<file path="src/rtl/crc32_pkg.sv">
`default_nettype none
// ============================================================================
//  Module      : crc32_pkg
//  Description : Shared constants and FSM state type for the Ethernet
//                CRC-32 FCS generator and checker.
//  Revision    : 1.0 - initial release
// ============================================================================
package crc32_pkg;

    localparam logic [31:0] CRC32_POLY_REFL = 32'hEDB88320;
    localparam logic [31:0] CRC32_INIT      = 32'hFFFFFFFF;
    localparam logic [31:0] CRC32_XOROUT    = 32'hFFFFFFFF;

    typedef enum logic [1:0] {
        IDLE    = 2'd0,
        PAYLOAD = 2'd1,
        FCS     = 2'd2
    } state_t;

endpackage : crc32_pkg
`default_nettype wire

</file>
<file path="src/rtl/crc32_byte.sv">
`default_nettype none
// ============================================================================
//  Module      : crc32_byte
//  Description : Combinational reflected CRC-32 update, one byte per step,
//                bits consumed LSB-first. Shared by the FCS generator and the
//                receive-side checker.
//  Revision    : 1.0 - initial release
// ============================================================================
module crc32_byte
    import crc32_pkg::*;
(
    input  logic [31:0] crc,
    input  logic [7:0]  data_byte,
    output logic [31:0] crc_next
);

    // Fold the byte into the low bits, then shift out eight bits through the
    // reflected polynomial.
    always_comb begin
        logic [31:0] w_c;
        w_c = crc ^ {24'h000000, data_byte};
        for (int i = 0; i < 8; i++) begin
            if (w_c[0]) begin
                w_c = (w_c >> 1) ^ CRC32_POLY_REFL;
            end else begin
                w_c = w_c >> 1;
            end
        end
        crc_next = w_c;
    end

endmodule : crc32_byte
`default_nettype wire

</file>
<file path="src/rtl/crc32_append.sv">
`default_nettype none
// ============================================================================
//  Module      : crc32_append
//  Description : Transmit-side Ethernet FCS generator. Forwards framed
//                payload bytes with one cycle of latency and appends the
//                4-byte CRC-32 FCS, least significant byte first.
//  Revision    : 1.0 - initial release
// ============================================================================
module crc32_append
    import crc32_pkg::*;
#(
    parameter int BUS_WIDTH = 8,
    parameter int CRC_BITS  = 32
)(
    input  logic                 clk,
    input  logic                 rst_n,
    input  logic                 sof,
    input  logic                 eof,
    input  logic                 data_v,
    input  logic [BUS_WIDTH-1:0] data,
    output logic                 in_ready,
    output logic                 out_sof,
    output logic                 out_eof,
    output logic                 out_v,
    output logic [BUS_WIDTH-1:0] out_data,
    output logic                 abort
);

    state_t                r_state;
    state_t                w_state_next;
    logic [CRC_BITS-1:0]   r_crc;
    logic [CRC_BITS-1:0]   w_crc_next;
    logic [CRC_BITS-1:0]   w_crc_seed;
    logic [CRC_BITS-1:0]   w_crc_step;
    logic [CRC_BITS-1:0]   w_fcs;
    logic [1:0]            r_k;
    logic [1:0]            w_k_next;
    logic                  w_accept;

    logic                  w_out_v;
    logic                  w_out_sof;
    logic                  w_out_eof;
    logic                  w_abort;
    logic [BUS_WIDTH-1:0]  w_out_data;

    // The source is held off only while the FCS bytes are being emitted.
    assign in_ready = (r_state != FCS);
    assign w_accept = data_v && in_ready;

    // A sof byte always restarts the running CRC from the initial value.
    assign w_crc_seed = sof ? CRC32_INIT : r_crc;
    assign w_fcs      = r_crc ^ CRC32_XOROUT;

    crc32_byte u_crc32_byte (
        .crc       (w_crc_seed),
        .data_byte (data),
        .crc_next  (w_crc_step)
    );

    // State register.
    always_ff @(posedge clk or negedge rst_n) begin
        if (!rst_n) begin
            r_state <= IDLE;
        end else begin
            r_state <= w_state_next;
        end
    end

    // Next-state decode.
    always_comb begin
        w_state_next = r_state;
        case (r_state)
            IDLE: begin
                if (w_accept && sof) begin
                    w_state_next = eof ? FCS : PAYLOAD;
                end
            end
            PAYLOAD: begin
                if (w_accept && eof) begin
                    w_state_next = FCS;
                end
            end
            FCS: begin
                if (r_k == 2'd3) begin
                    w_state_next = IDLE;
                end
            end
            default: w_state_next = IDLE;
        endcase
    end

    // Output and datapath decode: next values of the output registers,
    // the running CRC and the FCS byte counter.
    always_comb begin
        w_out_v    = 1'b0;
        w_out_sof  = 1'b0;
        w_out_eof  = 1'b0;
        w_abort    = 1'b0;
        w_out_data = '0;
        w_crc_next = r_crc;
        w_k_next   = r_k;
        case (r_state)
            IDLE: begin
                // Bytes outside a frame are dropped silently.
                if (w_accept && sof) begin
                    w_out_v    = 1'b1;
                    w_out_sof  = 1'b1;
                    w_out_data = data;
                    w_crc_next = w_crc_step;
                    w_k_next   = 2'd0;
                end
            end
            PAYLOAD: begin
                if (w_accept) begin
                    w_out_v    = 1'b1;
                    w_out_sof  = sof;
                    w_abort    = sof;
                    w_out_data = data;
                    w_crc_next = w_crc_step;
                    w_k_next   = 2'd0;
                end
            end
            FCS: begin
                w_out_v   = 1'b1;
                w_out_eof = (r_k == 2'd3);
                case (r_k)
                    2'd0:    w_out_data = w_fcs[7:0];
                    2'd1:    w_out_data = w_fcs[15:8];
                    2'd2:    w_out_data = w_fcs[23:16];
                    default: w_out_data = w_fcs[31:24];
                endcase
                w_k_next = r_k + 2'd1;
                if (r_k == 2'd3) begin
                    w_crc_next = CRC32_INIT;
                end
            end
            default: begin
                w_crc_next = CRC32_INIT;
                w_k_next   = 2'd0;
            end
        endcase
    end

    // Datapath and output registers.
    always_ff @(posedge clk or negedge rst_n) begin
        if (!rst_n) begin
            r_crc    <= CRC32_INIT;
            r_k      <= 2'd0;
            out_v    <= 1'b0;
            out_sof  <= 1'b0;
            out_eof  <= 1'b0;
            abort    <= 1'b0;
            out_data <= '0;
        end else begin
            r_crc    <= w_crc_next;
            r_k      <= w_k_next;
            out_v    <= w_out_v;
            out_sof  <= w_out_sof;
            out_eof  <= w_out_eof;
            abort    <= w_abort;
            out_data <= w_out_data;
        end
    end

endmodule : crc32_append
`default_nettype wire

</file>
<file path="config.mk">
export PLATFORM = sky130hd
export DESIGN_NAME = crc32_append
export DESIGN_NICKNAME = d
export VERILOG_FILES = /design/src/rtl/crc32_pkg.sv /design/src/rtl/crc32_byte.sv /design/src/rtl/crc32_append.sv
export SDC_FILE = /design/constraint.sdc
export NUM_CORES = 1
export LEC_CHECK = 0
export CAP_MARGIN = 10
export CELL_PAD_IN_SITES_DETAIL_PLACEMENT = 0
export CELL_PAD_IN_SITES_GLOBAL_PLACEMENT = 2
export CORE_MARGIN = 5
export CORE_UTILIZATION = 37
export CTS_BUF_LIST = sky130_fd_sc_hd__clkbuf_16
export DETAILED_ROUTE_END_ITERATION = 7
export MAX_ROUTING_LAYER = met4
export PLACE_DENSITY_LB_ADDON = 0.1
export SYNTH_ARGS = -nofsm -noshare
export SYNTH_HDL_FRONTEND = slang
export SYNTH_SLANG_ARGS = --single-unit
export TNS_END_PERCENT = 5
</file>
<file path="constraint.sdc">
create_clock -name clk -period 2.8 [get_ports clk]
set_clock_uncertainty 0.05 [all_clocks]
set_input_delay 0.42 -clock clk [delete_from_list [all_inputs] [get_ports clk]]
set_output_delay 0.42 -clock clk [all_outputs]
set_load 0.005 [all_outputs]
</file>
# Word-level counts from Yosys, hierarchy flattened
# Cells that the tools add are included.
# word_totals
register_bits	48
inputBits	13
output_inout_bits	13
# op_classes
addsub	1
eq_ne	10
mux	32
bitwise_logic	10
n_reduce_logical	8
# op_table
operator	n
32-bit 2-to-1 mux	12
13-bit NOT with 14-bit output	8
32-bit case mux with 3 select lines	1
8-bit case mux with 3 select lines	2
32-bit NOT	1
32-bit by 8-bit bitwise XOR with 32-bit output	1
8-bit 2-to-1 mux	2
2-bit 2-to-1 mux	6
2-bit case mux with 3 select lines	2
2-bit != test (second input constant)	5
2-bit == test (second input constant)	3
3-bit AND reduction	2
1-bit 2-to-1 mux	5
2-bit by 1-bit == test with 1-bit output (second input constant)	2
2-bit zero test	2
1-bit logical AND	3
1-bit case mux with 3 select lines	1
2-bit by 1-bit adder with 2-bit output (second input constant)	1
1-bit case mux with 2 select lines	1
2-bit AND reduction	1

# Logic depth before layout (Yosys ltp)
# Gate-level depths: netlist of run 1.
# logic_depth
word_depth	20
ltp_mapped	8
depth_no_buf	7

# By module
# From an unflattened synthesis of run 1, not the netlist that was laid out.
# hier_totals
cells_unflattened	271
area_unflattened_um2	3325.7
# modules_own_cells
module	instances	cells_per_inst	area_each_um2	seq_area_each_um2
crc32_append	1	207	2327.2	1241.2
crc32_byte	1	64	998.5	0.0

# Worst setup path after synthesis of run 1
# OpenSTA, ideal clock, no wires.
# synth_timing
path_type	reg2reg
from	register r_crc[7]
to	register r_crc[19]
setup_ns	0.073
arrival_time_ns	1.897
slack_ns	0.780
path_stages_with_launch	8
path_buffers	1
synth_period_minus_slack_ns	2.020
cell_sequence	dfstp_2 -> buf_2 -> xnor2_1 -> nor2_2 -> xnor2_4 -> xnor3_1 -> xnor2_1 -> a21oi_1
# synth_via
elab_chain_len	13
elab_cells_between_ends	14
# synth_rtl
element	line	text
start, declared	crc32_append.sv:31	logic [CRC_BITS-1:0] r_crc;
start signal, assigned	crc32_append.sv:155	r_crc <= w_crc_next;
32-bit 2-to-1 mux *	crc32_append.sv:51	assign w_crc_seed = sof ? CRC32_INIT : r_crc;
32-bit by 8-bit bitwise XOR with 32-bit output *	crc32_byte.sv:21	w_c = crc ^ {24'h000000, data_byte};
32-bit 2-to-1 mux *	crc32_byte.sv:23	if (w_c[0]) begin
13-bit NOT with 14-bit output (no source line)	-	
32-bit 2-to-1 mux * (7 in a row)	crc32_byte.sv:23	
32-bit 2-to-1 mux, on equally long branches	crc32_append.sv:114, crc32_append.sv:105	
32-bit case mux with 3 select lines *	crc32_append.sv:102	case (r_state)
# Every way passes the cells marked *; elsewhere a longest branch is shown, timed or not. The select of a mux whose other input is x is not followed.
# A chain may end at the register's enable or synchronous reset.

# Worst setup path in the final report of run 1
# layout_timing
from	input sof
to	register r_crc[20]
# layout_via
elab_chain_len	18
elab_cells_between_ends	22
# layout_rtl
element	line	text
start, declared	crc32_append.sv:17	input logic sof,
32-bit 2-to-1 mux	crc32_append.sv:51	
32-bit by 8-bit bitwise XOR with 32-bit output	crc32_byte.sv:21	
13-bit NOT with 14-bit output (no source line)	-	
32-bit 2-to-1 mux	crc32_byte.sv:23	
13-bit NOT with 14-bit output (no source line)	-	
32-bit 2-to-1 mux (2 in a row)	crc32_byte.sv:23	
13-bit NOT with 14-bit output (no source line)	-	
32-bit 2-to-1 mux	crc32_byte.sv:23	
13-bit NOT with 14-bit output (no source line)	-	
32-bit 2-to-1 mux (2 in a row)	crc32_byte.sv:23	
13-bit NOT with 14-bit output (no source line)	-	
32-bit 2-to-1 mux	crc32_byte.sv:23	
13-bit NOT with 14-bit output (no source line)	-	
32-bit 2-to-1 mux	crc32_byte.sv:23	
32-bit 2-to-1 mux, on equally long branches	crc32_append.sv:114, crc32_append.sv:105	
32-bit case mux with 3 select lines	crc32_append.sv:102	
# Several ways; a longest one is shown, not always the timed one. The select of a mux whose other input is x is not followed.

==> impl_metrics.xml, run 1 <==
<?xml version="1.0" encoding="UTF-8"?>
<metrics>
  <group name="outcome">
    <metric name="run_status" unit="">finished, final reports clean</metric>
  </group>
  <group name="synthesis">
    <metric name="synthFlopType" unit="">sky130_fd_sc_hd__dfstp_2</metric>
    <metric name="synth_cell_types" unit="">28</metric>
    <metric name="syn_nets" unit="">367</metric>
    <metric name="synth-edff-count" unit="">0</metric>
    <metric name="synth_sequential_area_ratio" unit="%">38.2</metric>
    <metric name="syn-mean-instance-area" unit="um^2">9.27</metric>
    <metric name="synth.largest_area_cell" unit="">sky130_fd_sc_hd__dfstp_2</metric>
    <metric name="synthesis.instances" unit="">350</metric>
    <metric name="synth-warning-count" unit="">0</metric>
    <metric name="yosys_register_bits" unit="">48</metric>
    <metric name="synth_area_leaders" unit="">sky130_fd_sc_hd__dfstp_2 (26%), sky130_fd_sc_hd__xnor2_1 (19%), sky130_fd_sc_hd__dfrtp_1 (12%)</metric>
    <metric name="post_synth_instance_area" unit="mm^2">0.00325</metric>
    <metric name="yosysTopAreaCellShare" unit="%">25.9</metric>
    <metric name="async_reset_ff_share" unit="%">100</metric>
  </group>
  <group name="routing">
    <metric name="finalWirelength" unit="um">8700</metric>
    <metric name="remaining_drc_errors" unit="">0</metric>
    <metric name="routedWlPerCell" unit="um">17.9</metric>
    <metric name="first_iter_violations" unit="">109</metric>
    <metric name="route.antenna.remaining_nets" unit="">0</metric>
    <metric name="drt_pass1_iterations" unit="">4</metric>
    <metric name="dr_total_vias" unit="">2353</metric>
    <metric name="vias_per_cell" unit="">4.84</metric>
  </group>
  <group name="power">
    <metric name="p_sw" unit="uW">1880</metric>
    <metric name="netSwitchingFraction" unit="%">40.6</metric>
    <metric name="post-layout-total-power" unit="uW">4640</metric>
    <metric name="power.static_leakage" unit="uW">0.00149</metric>
    <metric name="power.share.clock" unit="%">12.9</metric>
    <metric name="power_density" unit="mW/mm^2">1210</metric>
    <metric name="vdd_ir_max" unit="mV">0.454</metric>
    <metric name="p_int" unit="uW">2750</metric>
    <metric name="power_frac_comb" unit="%">57.6</metric>
    <metric name="pwr-share-seq" unit="%">29.5</metric>
  </group>
  <group name="timing">
    <metric name="fmax" unit="MHz">435</metric>
    <metric name="hold_violations" unit="">0</metric>
    <metric name="min_period" unit="ns">2.30</metric>
    <metric name="setup_tns_after_final_layout" unit="ns">0</metric>
    <metric name="final.period_utilization" unit="%">82.2</metric>
    <metric name="maxSlewViolCount" unit="">0</metric>
    <metric name="unrepaired_setup_endpoints_after_global_routing" unit="">no</metric>
    <metric name="worst_slew_pin_slew" unit="ns">0.761</metric>
    <metric name="whs" unit="ns">0.150</metric>
    <metric name="setup-violations-final" unit="">0</metric>
    <metric name="timing.max_slew.rel_slack" unit="%">49.2</metric>
    <metric name="worst_slack" unit="ns">0.499</metric>
  </group>
  <group name="setup_path">
    <metric name="timing.critical_path.required" unit="ns">2.97</metric>
    <metric name="critical_path.endpoint_type" unit="">register</metric>
    <metric name="critical_path.reg2reg.startpoint" unit="">r_crc[4]</metric>
    <metric name="criticalPathCategory" unit="">input pin to register</metric>
    <metric name="cp_max_fo" unit="">27</metric>
    <metric name="worstRegToRegCells" unit="">6</metric>
    <metric name="type_of_origin_of_the_critical_path" unit="">input pin</metric>
    <metric name="timing.critical_path.from" unit="">sof</metric>
    <metric name="crit_arrival" unit="ns">2.47</metric>
  </group>
  <group name="global_route">
    <metric name="groute.layer.met3.usage" unit="%">2.55</metric>
    <metric name="grt_most_used_layer" unit="">met2</metric>
    <metric name="grt_pass1_wl" unit="um">14200</metric>
    <metric name="grtUsageTotal" unit="%">17.2</metric>
    <metric name="grt-ovfl-total" unit="">0</metric>
    <metric name="initial_antenna_violation_count" unit="">0</metric>
    <metric name="groute.layer.met2.usage" unit="%">25.6</metric>
    <metric name="use_met1" unit="%">24.8</metric>
    <metric name="via_count_of_the_first_global_routing_pass" unit="">2400</metric>
    <metric name="largest_net_degree_at_the_start_of_global_routing" unit="">42</metric>
  </group>
  <group name="layout">
    <metric name="layout-drive-gt1-share" unit="%">19.3</metric>
    <metric name="fin_area" unit="mm^2">0.00382</metric>
    <metric name="finish.net_count" unit="">394</metric>
    <metric name="antenna_diode_instance_count" unit="">0</metric>
    <metric name="layout.filler_cells" unit="">855</metric>
    <metric name="area_growth" unit="%">17.8</metric>
  </group>
  <group name="cts">
    <metric name="cts.clk_slew.worst_paths" unit="ns">0.07</metric>
    <metric name="clk_root_buffer_cell" unit="">sky130_fd_sc_hd__clkbuf_16</metric>
    <metric name="cts_buffer_depth" unit="">2</metric>
    <metric name="resized_after_cts" unit="">0</metric>
    <metric name="cts-buffers-inserted" unit="">5</metric>
    <metric name="cts_tree" unit="">done</metric>
    <metric name="clkSinkCount" unit="">48</metric>
    <metric name="post_cts_buffers" unit="">0</metric>
    <metric name="holdBufCountCts" unit="">0</metric>
    <metric name="cts-htree-levels" unit="">2</metric>
    <metric name="clk_latency" unit="ns">0.29</metric>
  </group>
  <group name="run">
    <metric name="maxCapViolations" unit="">0</metric>
  </group>
  <group name="floorplanning">
    <metric name="die_footprint" unit="mm^2">0.0107</metric>
    <metric name="rows" unit="">34</metric>
    <metric name="die_height" unit="um">104</metric>
    <metric name="design.core.area" unit="mm^2">0.00864</metric>
    <metric name="start_util" unit="%">37.6</metric>
    <metric name="io_pins" unit="">26</metric>
    <metric name="die_w" unit="um">104</metric>
  </group>
  <group name="place">
    <metric name="place_ws" unit="ns">0.219</metric>
    <metric name="port_buffers" unit="">25</metric>
    <metric name="place.gp.congestion" unit="">0.782</metric>
    <metric name="postPlaceCellArea" unit="mm^2">0.00368</metric>
    <metric name="post-dp-hpwl" unit="um">6110</metric>
  </group>
  <group name="min_path">
    <metric name="min-delay-path-class" unit="">input pin to asynchronous set/reset pin</metric>
  </group>
</metrics>
## placed cells by master, fill, tap and decap left out
| cell type | instances |
|---|---|
| sky130_fd_sc_hd__buf_12 | 2 |
| sky130_fd_sc_hd__clkinvlp_4 | 1 |
| sky130_fd_sc_hd__o21ai_0 | 15 |
| sky130_fd_sc_hd__xnor3_1 | 4 |
| sky130_fd_sc_hd__buf_2 | 1 |
| sky130_fd_sc_hd__inv_1 | 9 |
| sky130_fd_sc_hd__o32ai_1 | 1 |
| sky130_fd_sc_hd__xnor2_4 | 2 |
| sky130_fd_sc_hd__nand2b_1 | 3 |
| sky130_fd_sc_hd__xnor2_1 | 69 |
| sky130_fd_sc_hd__xor2_2 | 3 |
| sky130_fd_sc_hd__xor2_1 | 17 |
| sky130_fd_sc_hd__and3b_1 | 1 |
| sky130_fd_sc_hd__clkinv_1 | 1 |
| sky130_fd_sc_hd__nor2_2 | 3 |
| sky130_fd_sc_hd__buf_4 | 17 |
| sky130_fd_sc_hd__ha_1 | 4 |
| sky130_fd_sc_hd__nor3b_2 | 1 |
| sky130_fd_sc_hd__and2_1 | 1 |
| sky130_fd_sc_hd__dfstp_2 | 32 |
| sky130_fd_sc_hd__clkbuf_16 | 5 |
| sky130_fd_sc_hd__o22ai_1 | 8 |
| sky130_fd_sc_hd__clkdlybuf4s50_1 | 24 |
| sky130_fd_sc_hd__a21oi_1 | 34 |
| sky130_fd_sc_hd__xnor2_2 | 6 |
| sky130_fd_sc_hd__nor2_1 | 70 |
| sky130_fd_sc_hd__dfrtp_1 | 16 |
| sky130_fd_sc_hd__a211oi_1 | 1 |
| sky130_fd_sc_hd__o21bai_1 | 5 |
| sky130_fd_sc_hd__nand2_1 | 19 |
| sky130_fd_sc_hd__o31ai_1 | 3 |
## worst paths after layout
path	to	slack [ns]
worst min-delay path	r_k[0]	0.15
max in group asynchronous	r_crc[4]	1.77
worst max-delay path	r_crc[20]	0.50
worst max register to register	r_crc[20]	0.68
min in group clk	r_crc[13]	0.47
worst min register to register	r_crc[13]	0.47
## Yosys cell counts, types with 3 or more instances
master and instances:
sky130_fd_sc_hd__nor2_1 71, sky130_fd_sc_hd__xnor2_1 69, sky130_fd_sc_hd__a21oi_1 34, sky130_fd_sc_hd__dfstp_2 32, sky130_fd_sc_hd__nand2_1 19, sky130_fd_sc_hd__xor2_1 17, sky130_fd_sc_hd__dfrtp_1 16, sky130_fd_sc_hd__o21ai_0 15
sky130_fd_sc_hd__clkbuf_1 10, sky130_fd_sc_hd__buf_2 9, sky130_fd_sc_hd__inv_1 8, sky130_fd_sc_hd__o22ai_1 8, sky130_fd_sc_hd__xnor2_2 6, sky130_fd_sc_hd__o21bai_1 5, sky130_fd_sc_hd__ha_1 4, sky130_fd_sc_hd__xnor3_1 4
sky130_fd_sc_hd__buf_1 3, sky130_fd_sc_hd__nand2b_1 3, sky130_fd_sc_hd__o31ai_1 3, sky130_fd_sc_hd__xor2_2 3
## cell type report
cell class / instances / area (um^2) / share of cell area [%]
clock buffers: 5 / 125 / 3.27
clock inverters: 3 / 15.0 / 0.393
inverters: 8 / 30.0 / 0.785
multi-input cells: 270 / 1870 / 48.8
flip-flops and latches: 48 / 1240 / 32.5
well taps: 108 / 135 / 3.53
repair buffers: 44 / 413 / 10.8
## critical path, cell delays in order
cell and delay, ns:
sky130_fd_sc_hd__clkdlybuf4s50_1 0.59, sky130_fd_sc_hd__buf_12 0.21, sky130_fd_sc_hd__nor2_1 0.08, sky130_fd_sc_hd__xnor2_1 0.30
sky130_fd_sc_hd__xor2_1 0.33, sky130_fd_sc_hd__xnor3_1 0.36, sky130_fd_sc_hd__a21oi_1 0.16
## through the flow
stage	util [%]	cells
finish	44.3	486
floorplan	-	350
global placement	42.7	478
global route	44.3	486
CTS	44.3	486
detailed placement	42.7	478
## sequential cells by signal, summed over array words and instances (netlist names)
| signal | flops |
|---|---|
| r_crc | 32 |
| out_data | 8 |
| r_k | 2 |
| r_state | 2 |
| abort | 1 |
| out_eof | 1 |
| out_sof | 1 |
| out_v | 1 |
## kinds of logic after synthesis
group           count (synthesis)  share of synthesized area (%)
simple gates                   98                           12.1
buf+inv                        32                           4.51
fa+ha+maj                       4                           1.54
xor+xnor                      101                           32.2
compound gates                 67                           11.4
flops                          48                           38.2
## metal layers
layer / vias up / part of all wire, %
li1: 1169 / -
met2: 40 / 46
met1: 1139 / 50
met3: 5 / 3.0
met4: 0 / 0.87
met5: - / 0
## power by group through the flow
stage	clock network [uW]	logic (uW)	registers (uW)
2_1_floorplan	0	2060	1260
3_3_place_gp	0	2700	1380
3_5_place_dp	0	2680	1380
4_1_cts	618	2700	1370
5_1_grt	639	2950	1410
6_report	597	2670	1370
(Power assumes the default switching activity.)
==> run 2: changes to the inputs <==
- clock period: 2.8 -> 2.25 ns (I/O delays scaled with it)
==> run 2 against run 1 <==
  * Die area unchanged
  * Final cell count increased by 5.3%
  * Cell area is 6.1% higher
  * Total power is 32% higher
  * Register-to-register slack lost 0.47 ns
  * Wire length up 5.7%
  * Critical path type is now register to register
  * Largest power group unchanged
==> impl_metrics.xml, run 2 (synthesized netlist as in run 1, its figures left out) <==
<?xml version="1.0" encoding="UTF-8"?>
<metrics>
  <group name="layout">
    <metric name="top_reg_by_flops" unit="">r_crc</metric>
    <metric name="finish.utilization" unit="%">47.0</metric>
    <metric name="largest_registers" unit="">r_crc: 32 flops, out_data: 8 flops</metric>
    <metric name="layout.filler_cells" unit="">854</metric>
    <metric name="finish.net_count" unit="">420</metric>
    <metric name="largest_reg_flops" unit="">32</metric>
    <metric name="layout.cells.most_common_list" unit="">sky130_fd_sc_hd__nor2_1 (70), sky130_fd_sc_hd__xnor2_1 (69), sky130_fd_sc_hd__buf_4 (41)</metric>
    <metric name="most_frequent_standard_cell_in_the_layout_excluding_fill_and_tap_cells" unit="">sky130_fd_sc_hd__nor2_1</metric>
    <metric name="multi_input_logic_area" unit="mm^2">0.00187</metric>
    <metric name="antenna_diode_instance_count" unit="">0</metric>
    <metric name="layout-drive-gt1-share" unit="%">24.5</metric>
    <metric name="area_of_all_sequential_standard_cells" unit="mm^2">0.00124</metric>
    <metric name="area_growth" unit="%">25.1</metric>
  </group>
  <group name="global_route">
    <metric name="grt_pass1_wl" unit="um">14900</metric>
    <metric name="grtUsageTotal" unit="%">18.1</metric>
    <metric name="largest_net_degree_at_the_start_of_global_routing" unit="">33</metric>
    <metric name="grt-ovfl-total" unit="">0</metric>
    <metric name="via_count_of_the_first_global_routing_pass" unit="">2533</metric>
    <metric name="initial_antenna_violation_count" unit="">0</metric>
  </group>
  <group name="power">
    <metric name="p_int" unit="uW">3750</metric>
    <metric name="power_frac_comb" unit="%">58.3</metric>
    <metric name="vdd_ir_max" unit="mV">0.645</metric>
    <metric name="netSwitchingFraction" unit="%">39.0</metric>
    <metric name="p_sw" unit="uW">2390</metric>
    <metric name="pwr-share-seq" unit="%">27.9</metric>
    <metric name="power_density" unit="mW/mm^2">1510</metric>
    <metric name="power.share.clock" unit="%">13.8</metric>
    <metric name="power.static_leakage" unit="uW">0.00164</metric>
  </group>
  <group name="routing">
    <metric name="finalWirelength" unit="um">9200</metric>
    <metric name="detailroute.wirelength.met3" unit="um">273</metric>
    <metric name="highest-signal-layer" unit="">met4</metric>
    <metric name="met2RoutedLength" unit="um">4340</metric>
    <metric name="detail_route.wirelength.met1" unit="um">4520</metric>
    <metric name="first_iter_violations" unit="">73</metric>
    <metric name="drt_pass1_iterations" unit="">4</metric>
    <metric name="remaining_drc_errors" unit="">0</metric>
    <metric name="routedWlPerCell" unit="um">18.0</metric>
    <metric name="vias_per_cell" unit="">4.74</metric>
    <metric name="route.antenna.remaining_nets" unit="">0</metric>
    <metric name="dr_total_vias" unit="">2429</metric>
  </group>
  <group name="timing">
    <metric name="setup_tns_after_final_layout" unit="ns">0</metric>
    <metric name="final.period_utilization" unit="%">90.5</metric>
    <metric name="whs" unit="ns">0.463</metric>
    <metric name="setup-violations-final" unit="">0</metric>
    <metric name="min_period" unit="ns">2.04</metric>
    <metric name="fmax" unit="MHz">491</metric>
    <metric name="timing.max_slew.rel_slack" unit="%">62.1</metric>
    <metric name="unrepaired_setup_endpoints_after_global_routing" unit="">no</metric>
    <metric name="hold_violations" unit="">0</metric>
    <metric name="maxSlewViolCount" unit="">0</metric>
    <metric name="worst_slew_pin_slew" unit="ns">0.565</metric>
  </group>
  <group name="cts">
    <metric name="clkSinkCount" unit="">48</metric>
    <metric name="cts-buffers-inserted" unit="">5</metric>
    <metric name="clk_latency" unit="ns">0.29</metric>
    <metric name="cts_buffer_depth" unit="">2</metric>
    <metric name="resized_after_cts" unit="">0</metric>
    <metric name="cts_tree" unit="">done</metric>
    <metric name="cts-htree-levels" unit="">2</metric>
    <metric name="clk_root_buffer_cell" unit="">sky130_fd_sc_hd__clkbuf_16</metric>
    <metric name="cts.clk_slew.worst_paths" unit="ns">0.07</metric>
  </group>
  <group name="place">
    <metric name="port_buffers" unit="">25</metric>
    <metric name="post-dp-hpwl" unit="um">6630</metric>
    <metric name="place.gp.congestion" unit="">0.782</metric>
  </group>
  <group name="min_path">
    <metric name="hp-start" unit="">r_crc[12]</metric>
    <metric name="min-delay-path-class" unit="">register to register</metric>
    <metric name="holdPathEnd" unit="">r_crc[12]</metric>
    <metric name="min_delay_path_depth" unit="">2</metric>
  </group>
  <group name="setup_path">
    <metric name="critical_path.reg2reg.startpoint" unit="">r_crc[0]</metric>
    <metric name="criticalPathCategory" unit="">register to register</metric>
    <metric name="crit_arrival" unit="ns">2.20</metric>
    <metric name="timing.critical_path.cells" unit="">xnor2_2 -&gt; nor2_2 -&gt; xnor2_4 -&gt; xor2_2 -&gt; xnor3_1 -&gt; a21oi_1</metric>
    <metric name="timing.critical_path.required" unit="ns">2.42</metric>
    <metric name="slowest_stage" unit="">sky130_fd_sc_hd__dfstp_2</metric>
    <metric name="worst-r2r-setup-slack" unit="ns">0.21</metric>
    <metric name="type_of_origin_of_the_critical_path" unit="">register</metric>
    <metric name="critical-path-top-delay-family" unit="">XOR/XNOR gates</metric>
    <metric name="cp_max_fo" unit="">6</metric>
    <metric name="r2r-end" unit="">r_crc[20]</metric>
    <metric name="critical_path.endpoint_type" unit="">register</metric>
    <metric name="crit_path_max_incr_delay" unit="ns">0.67</metric>
    <metric name="critical_path.n_buffers_inverters" unit="">0</metric>
    <metric name="worstRegToRegCells" unit="">6</metric>
  </group>
  <group name="floorplanning">
    <metric name="die_w" unit="um">104</metric>
    <metric name="io_pins" unit="">26</metric>
    <metric name="rows" unit="">34</metric>
    <metric name="die_height" unit="um">104</metric>
    <metric name="start_util" unit="%">37.6</metric>
    <metric name="die_footprint" unit="mm^2">0.0107</metric>
    <metric name="design.core.area" unit="mm^2">0.00864</metric>
  </group>
  <group name="run">
    <metric name="maxCapViolations" unit="">0</metric>
  </group>
  <group name="outcome">
    <metric name="run_status" unit="">finished, final reports clean</metric>
  </group>
</metrics>
[run 2: tightest hold or removal path: stages (launching register included)]
cell                      delay [ns]
sky130_fd_sc_hd__dfstp_2        0.38
sky130_fd_sc_hd__nor2_1         0.09
sky130_fd_sc_hd__a21oi_1        0.05
[run 2: worst max path at each step]
| stage | to | from | cells past startpoint |
|---|---|---|---|
| after floorplan | r_crc[19] | r_crc[7] | 7 |
| after global placement | r_crc[27] | data[1] | 7 |
| after detailed placement | r_crc[20] | data[7] | 6 |
| after CTS | r_crc[20] | r_crc[0] | 6 |
| after global routing | r_crc[20] | r_crc[0] | 6 |
| final | r_crc[20] | r_crc[0] | 6 |
[run 2: area by class of cell]
cell class | count | share of cell area (%)
clock buffers | 5 | 3.08
clock inverters | 3 | 0.956
inverters | 8 | 0.740
multi-input cells | 270 | 46.0
flip-flops and latches | 48 | 30.6
well taps | 108 | 3.33
repair buffers | 70 | 15.4
[run 2: metal layers]
metal  vias to the layer above  GRT usage [%]
met5                         -              -
met4                         0           3.05
met3                         4           2.80
met2                        38           27.5
met1                      1166           25.9
li1                       1221              -
[run 2: through the flow]
step | cell area (um^2) | worst slack, ns | cells | total power [uW]
final | 4060 | 0.213 | 512 | 6140
after global routing | 4060 | 0.159 | 512 | 6580
after CTS | 4060 | 0.215 | 512 | 6210
after detailed placement | 3880 | -0.0287 | 503 | 5330
after global placement | 3880 | -0.0275 | 503 | 5330
after floorplan | 3250 | 0.230 | 350 | 4130
[run 2: repair_timing]
item | in CTS | in global routing
endpoints found under the hold margin | 4 | 0
hold buffers | 1 | 0
buffers inserted | 0 | 0
[run 2: power by group through the flow]
stage | logic [uW] | registers [uW] | clock network (uW)
after floorplan | 2560 | 1570 | 0
after global placement | 3610 | 1720 | 0
after detailed placement | 3600 | 1720 | 0
after CTS | 3630 | 1710 | 873
after global routing | 3910 | 1760 | 907
final | 3580 | 1710 | 848
==> RTL change 1, RTL diff (flow settings as in run 2) <==
Take the reset off `out_data` and load it in a clocked block of its own.
--- a/src/rtl/crc32_append.sv
+++ b/src/rtl/crc32_append.sv
@@ -150,7 +150,6 @@
             out_sof  <= 1'b0;
             out_eof  <= 1'b0;
             abort    <= 1'b0;
-            out_data <= '0;
         end else begin
             r_crc    <= w_crc_next;
             r_k      <= w_k_next;
@@ -158,8 +157,11 @@
             out_sof  <= w_out_sof;
             out_eof  <= w_out_eof;
             abort    <= w_abort;
-            out_data <= w_out_data;
         end
+    end
+
+    always_ff @(posedge clk) begin
+        out_data <= w_out_data;
     end
 
 endmodule : crc32_append
Formal check against the unedited RTL: not equivalent (a bounded check fails within 4 cycles, from zero or initial values and one cycle with rst_n low).
==> RTL change 1 against run 2 <==
- sequential cell count unchanged
- synthesized cell count did not move
- count of clock-buffer cells in the layout unchanged
- setup slack lost 0.063 ns
- area after synthesis shrank 1.2%
- design area decreased by 1.9%
- wire length decreased by 1.7%
- power fell by 2.7%
- via count is 2.1% higher
==> RTL change 1: results (changes against run 2) <==
| Metric | Value |
|---|---|
| First-pass GRT wire length | `14.5 mm (-2.3%)` |
| Filler cells | `880 (+3.0%)` |
| Sequential share of the synthesized area | `37.5% (-0.77 points)` |
| WP data arrival | `2.27 ns (+0.07 ns)` |
| Vias in the first global route | `2554 (+0.83%)` |
| Hold Path Class | `in -> async` |
| Crit-path max cell delay | `0.61 ns (-0.06 ns)` |
| Synth unique cells | `29 (+3.6%)` |
| CTS H-tree lvls | `2 (unchanged)` |
| Lkg Pwr | `0.00158 uW (-3.3%)` |
| Status | `finished, final reports clean` |
| Routed len/inst | `17.6 um (-1.9%)` |
| Max-slew headroom | `64.6% (+2.4 points)` |
| Min Hold Slack | `0.421 ns (-0.0421 ns)` |
| Post-synth ARST share | `83.3% (-17 points)` |
| Worst setup startpoint | `data[4]` |
| Hpwl dp | `6.62 mm (about the same)` |
| Layout cells sized above 1 | `24.4% (-0.061 points)` |
| Worst vdd ir | `0.535 mV (-17%)` |
| Vias | `2481 (+2.1%)` |
| RR Startpoint | `r_crc[7]` |
| Routability congestion estimate from global placement | `0.812 (+3.8%)` |
| Mapped Nets | `367 (unchanged)` |
| Nets@finish | `421 (+0.24%)` |
| GRT Util Overall | `18.9% (+0.80 points)` |
| Largest net degree at the start of global routing | `31 (-6.1%)` |
| Synth top area cells | `dfstp_2 (26%), xnor2_1 (19%), nor2_1 (8.3%)` |
| Slowest stage cell, crit path | `clkdlybuf4s50_1` |
| CP max FO | `3 (-3)` |
| Pre-CTS WS | `-0.149 ns (-0.120 ns)` |
| Starting DRT DRC Count | `108 (+48%)` |
| Placed Area | `3830 um^2 (-1.5%)` |
## RTL change 1: changes by cell type after synthesis, sizes merged
cell,delta
dfxtp,+8
dfrtp,-8
## RTL change 1: metrics by stage
stage / instances / utilization, %
2_1_floorplan: 350 / -
3_3_place_gp: 504 / 44.5
3_5_place_dp: 504 / 44.5
4_1_cts: 513 / 46.2
5_1_grt: 513 / 46.3
6_report: 513 / 46.3
## RTL change 1: worst max-delay path by stage
stage / to / slack (ns) / depth (start not counted)
final: r_crc[20] / 0.15 / 6
after global routing: r_crc[20] / 0.05 / 6
after CTS: r_crc[20] / 0.13 / 6
after detailed placement: r_crc[20] / -0.15 / 6
after global placement: r_crc[20] / -0.17 / 6
after floorplan: r_crc[19] / 0.23 / 7
## RTL change 1: area by class of cell
| type | instances | area [um^2] | area share (%) |
|---|---|---|---|
| clock buffer | 5 | 125 | 3.14 |
| sequential | 48 | 1200 | 30.2 |
| timing repair buffer | 71 | 606 | 15.2 |
| tap | 108 | 135 | 3.39 |
| multi-input combinational | 270 | 1870 | 47.0 |
| inverter | 8 | 30.0 | 0.754 |
| clock inverter | 3 | 11.3 | 0.283 |
## RTL change 1: where the power goes
group | switching (uW) | total (uW) | leakage (uW) | internal, uW
clock | 320 | 721 | 0.0000701 | 401
sequential | 339 | 1710 | 0.000508 | 1370
combinational | 1700 | 3540 | 0.00101 | 1840
## RTL change 1: logic make-up after synthesis
logic type / after synthesis / synth area share [%]
AOI/OAI and AO/OA: 67 / 11.6
xor gates and xnor gates: 101 / 32.6
buffers and inverters: 32 / 4.57
adders and majority gates: 4 / 1.56
and+or+nand+nor: 98 / 12.2
DFF: 48 / 37.5
## RTL change 1: metal layers
metal	GRT usage (%)	share of wire, %
met1	26.4	49
met3	2.57	3.0
met4	3.39	0.76
met2	29.6	48
met5	-	0
## RTL change 1: worst register-to-register path, cell delays in order, from the launching register on
cell     delay, ns
dfstp_2       0.62
xnor2_1       0.15
nor2_2        0.09
xnor2_4       0.26
xor2_2        0.23
xnor3_1       0.43
a21oi_1       0.15
## RTL change 1: what timing repair did
item	4_1_cts	5_1_grt
hold buffers	1	0
endpoints found under the setup margin	0	1
endpoints found under the hold margin	4	0
resized for setup	0	1
==> RTL change 2, RTL diff (flow settings as in run 2) <==
Made on the original files. The 3 states of `state_t` get a one-hot encoding in 3 bits.
--- a/src/rtl/crc32_pkg.sv
+++ b/src/rtl/crc32_pkg.sv
@@ -11,10 +11,10 @@
     localparam logic [31:0] CRC32_INIT      = 32'hFFFFFFFF;
     localparam logic [31:0] CRC32_XOROUT    = 32'hFFFFFFFF;
 
-    typedef enum logic [1:0] {
-        IDLE    = 2'd0,
-        PAYLOAD = 2'd1,
-        FCS     = 2'd2
+    typedef enum logic [2:0] {
+        IDLE    = 3'b001,
+        PAYLOAD = 3'b010,
+        FCS     = 3'b100
     } state_t;
 
 endpackage : crc32_pkg
Check against the original RTL: same outputs for any inputs over 4 cycles, from zero or initial values and one cycle with rst_n low; so few cycles prove little.
==> RTL change 2 against run 2 <==
- area after synthesis up 2.9%
- critical path depth unchanged
- setup slack lost 0.026 ns
- largest cell class unchanged
- power down 17%
- clock power shrank 12%
- design area is 0.80% higher
- sequential cell count rose by 1
- wire length decreased by 0.47%
- utilization fell by 0.31 points
- global-route usage shrank 0.81 points
==> RTL change 2: results (changes against run 2) <==
| Metric | Value |
|---|---|
| Routability congestion estimate from global placement | `0.782 (about the same)` |
| Synth unique cells | `34 (+21%)` |
| Nets@finish | `430 (+2.4%)` |
| Post-synth ARST share | `100% (unchanged)` |
| Filler cells | `880 (+3.0%)` |
| Wire length on met1 | `4.30 mm (-5.0%)` |
| Top Registers | `r_crc x32, out_data x8, r_state x3` |
| CTS H-tree lvls | `2 (unchanged)` |
| Worst setup startpoint | `data[4]` |
| Worst-Margin Slew | `0.468 ns (-0.0976 ns)` |
| Largest net degree at the start of global routing | `50 (+52%)` |
| Post-Synth XOR/XNOR Area | `30.4% (-1.8 points)` |
| Post-Syn Area per Cell | `9.13 um^2 (-1.6%)` |
| WP data arrival | `2.23 ns (+0.03 ns)` |
| Number of instances in the placed design | `513 (+2.0%)` |
| Starting DRT DRC Count | `91 (+25%)` |
| Layout cells sized above 1 | `21.5% (-3.0 points)` |
| Most flops, register | `r_crc` |
| Post-synthesis mux area share | `0.300% (+0.30 points)` |
| Worst vdd ir | `0.508 mV (-21%)` |
| Number of vias per cell | `4.92 (+3.7%)` |
| Reg2reg end | `r_crc[21]` |
| Synth top area cells | `dfstp_2 (26%), xnor2_1 (20%), dfrtp_1 (12%)` |
| RR Startpoint | `r_crc[4]` |
| Status | `finished, final reports clean` |
| Synth Area in Adders | `1.50% (-0.044 points)` |
| Post-synth top cells | `xnor2_1 (77), nor2_1 (75), a21oi_1 (37)` |
| Met2 wire len | `4.41 mm (+1.6%)` |
| CP max FO | `4 (-2)` |
| Lkg Pwr | `0.00159 uW (-2.9%)` |
| Hpwl dp | `6.36 mm (-4.0%)` |
| Post-synthesis compound-gate area fraction | `12.5% (+1.1 points)` |
| R2R setup slack | `0.24 ns (+0.03 ns)` |
| Vias | `2569 (+5.8%)` |
| Routed WL | `9.15 mm (-0.47%)` |
| First-pass GRT wire length | `14.6 mm (-1.9%)` |
| GRT Util Overall | `17.3% (-0.81 points)` |
| Mapped Nets | `383 (+4.4%)` |
| Sequential share of the synthesized area | `37.9% (-0.30 points)` |
| Met3 WL | `313 um (+15%)` |
RTL change 2: repair_timing:
item	4_1_cts	5_1_grt
endpoints found under the hold margin	14	0
resized for setup	0	0
hold buffers	1	0
RTL change 2: layout make-up:
class / count / area (um^2) / area share [%]
multi-input cells: 286 / 1930 / 47.2
inverters: 6 / 22.5 / 0.550
flip-flops and latches: 49 / 1270 / 31.0
clock buffers: 5 / 125 / 3.06
repair buffers: 65 / 598 / 14.6
clock inverters: 3 / 12.5 / 0.306
well taps: 108 / 135 / 3.30
RTL change 2: logic make-up after synthesis:
group,after synthesis
and+or+nand+nor,107
muxes,1
AOI/OAI and AO/OA,73
buffers and inverters,31
adders and majority gates,4
xor gates and xnor gates,101
DFF,49
RTL change 2: through the flow:
stage / worst slack, ns / total power [uW] / hold slack, ns / cell area (um^2) / TNS, ns
floorplan: 0.223 / 3570 / -0.00809 / 3340 / 0
global placement: -0.0928 / 4380 / 0.303 / 3940 / -0.389
detailed placement: -0.134 / 4370 / 0.301 / 3940 / -0.338
CTS: 0.171 / 5160 / 0.467 / 4090 / 0
global route: 0.0758 / 5440 / 0.479 / 4090 / 0
finish: 0.187 / 5090 / 0.466 / 4090 / 0
RTL change 2: where the power goes:
part	switching [uW]	total (uW)	internal [uW]
logic	1280	2780	1500
clock network	346	750	404
registers	271	1560	1290
total	1900	5090	3200
RTL change 2: layer usage:
| layer | global-route usage (%) | vias up |
|---|---|---|
| li1 | - | 1274 |
| met1 | 23.2 | 1237 |
| met2 | 27.5 | 48 |
| met3 | 2.16 | 10 |
| met4 | 4.84 | 0 |
| met5 | - | - |
RTL change 2: worst min path at each step:
stage | startpoint | end | slack, ns
after global placement | rst_n | out_sof | 0.30
after floorplan | rst_n | abort | -0.008
after detailed placement | rst_n | out_sof | 0.30
after CTS | r_crc[14] | r_crc[14] | 0.47
final | r_crc[14] | r_crc[14] | 0.47
after global routing | r_crc[16] | r_crc[16] | 0.48
RTL change 2: critical path, cell delays in order:
cell and delay [ns]:
clkdlybuf4s50_1 0.61, xor2_1 0.22, xnor3_1 0.47, xnor2_1 0.30, xnor2_1 0.12, a21oi_1 0.17
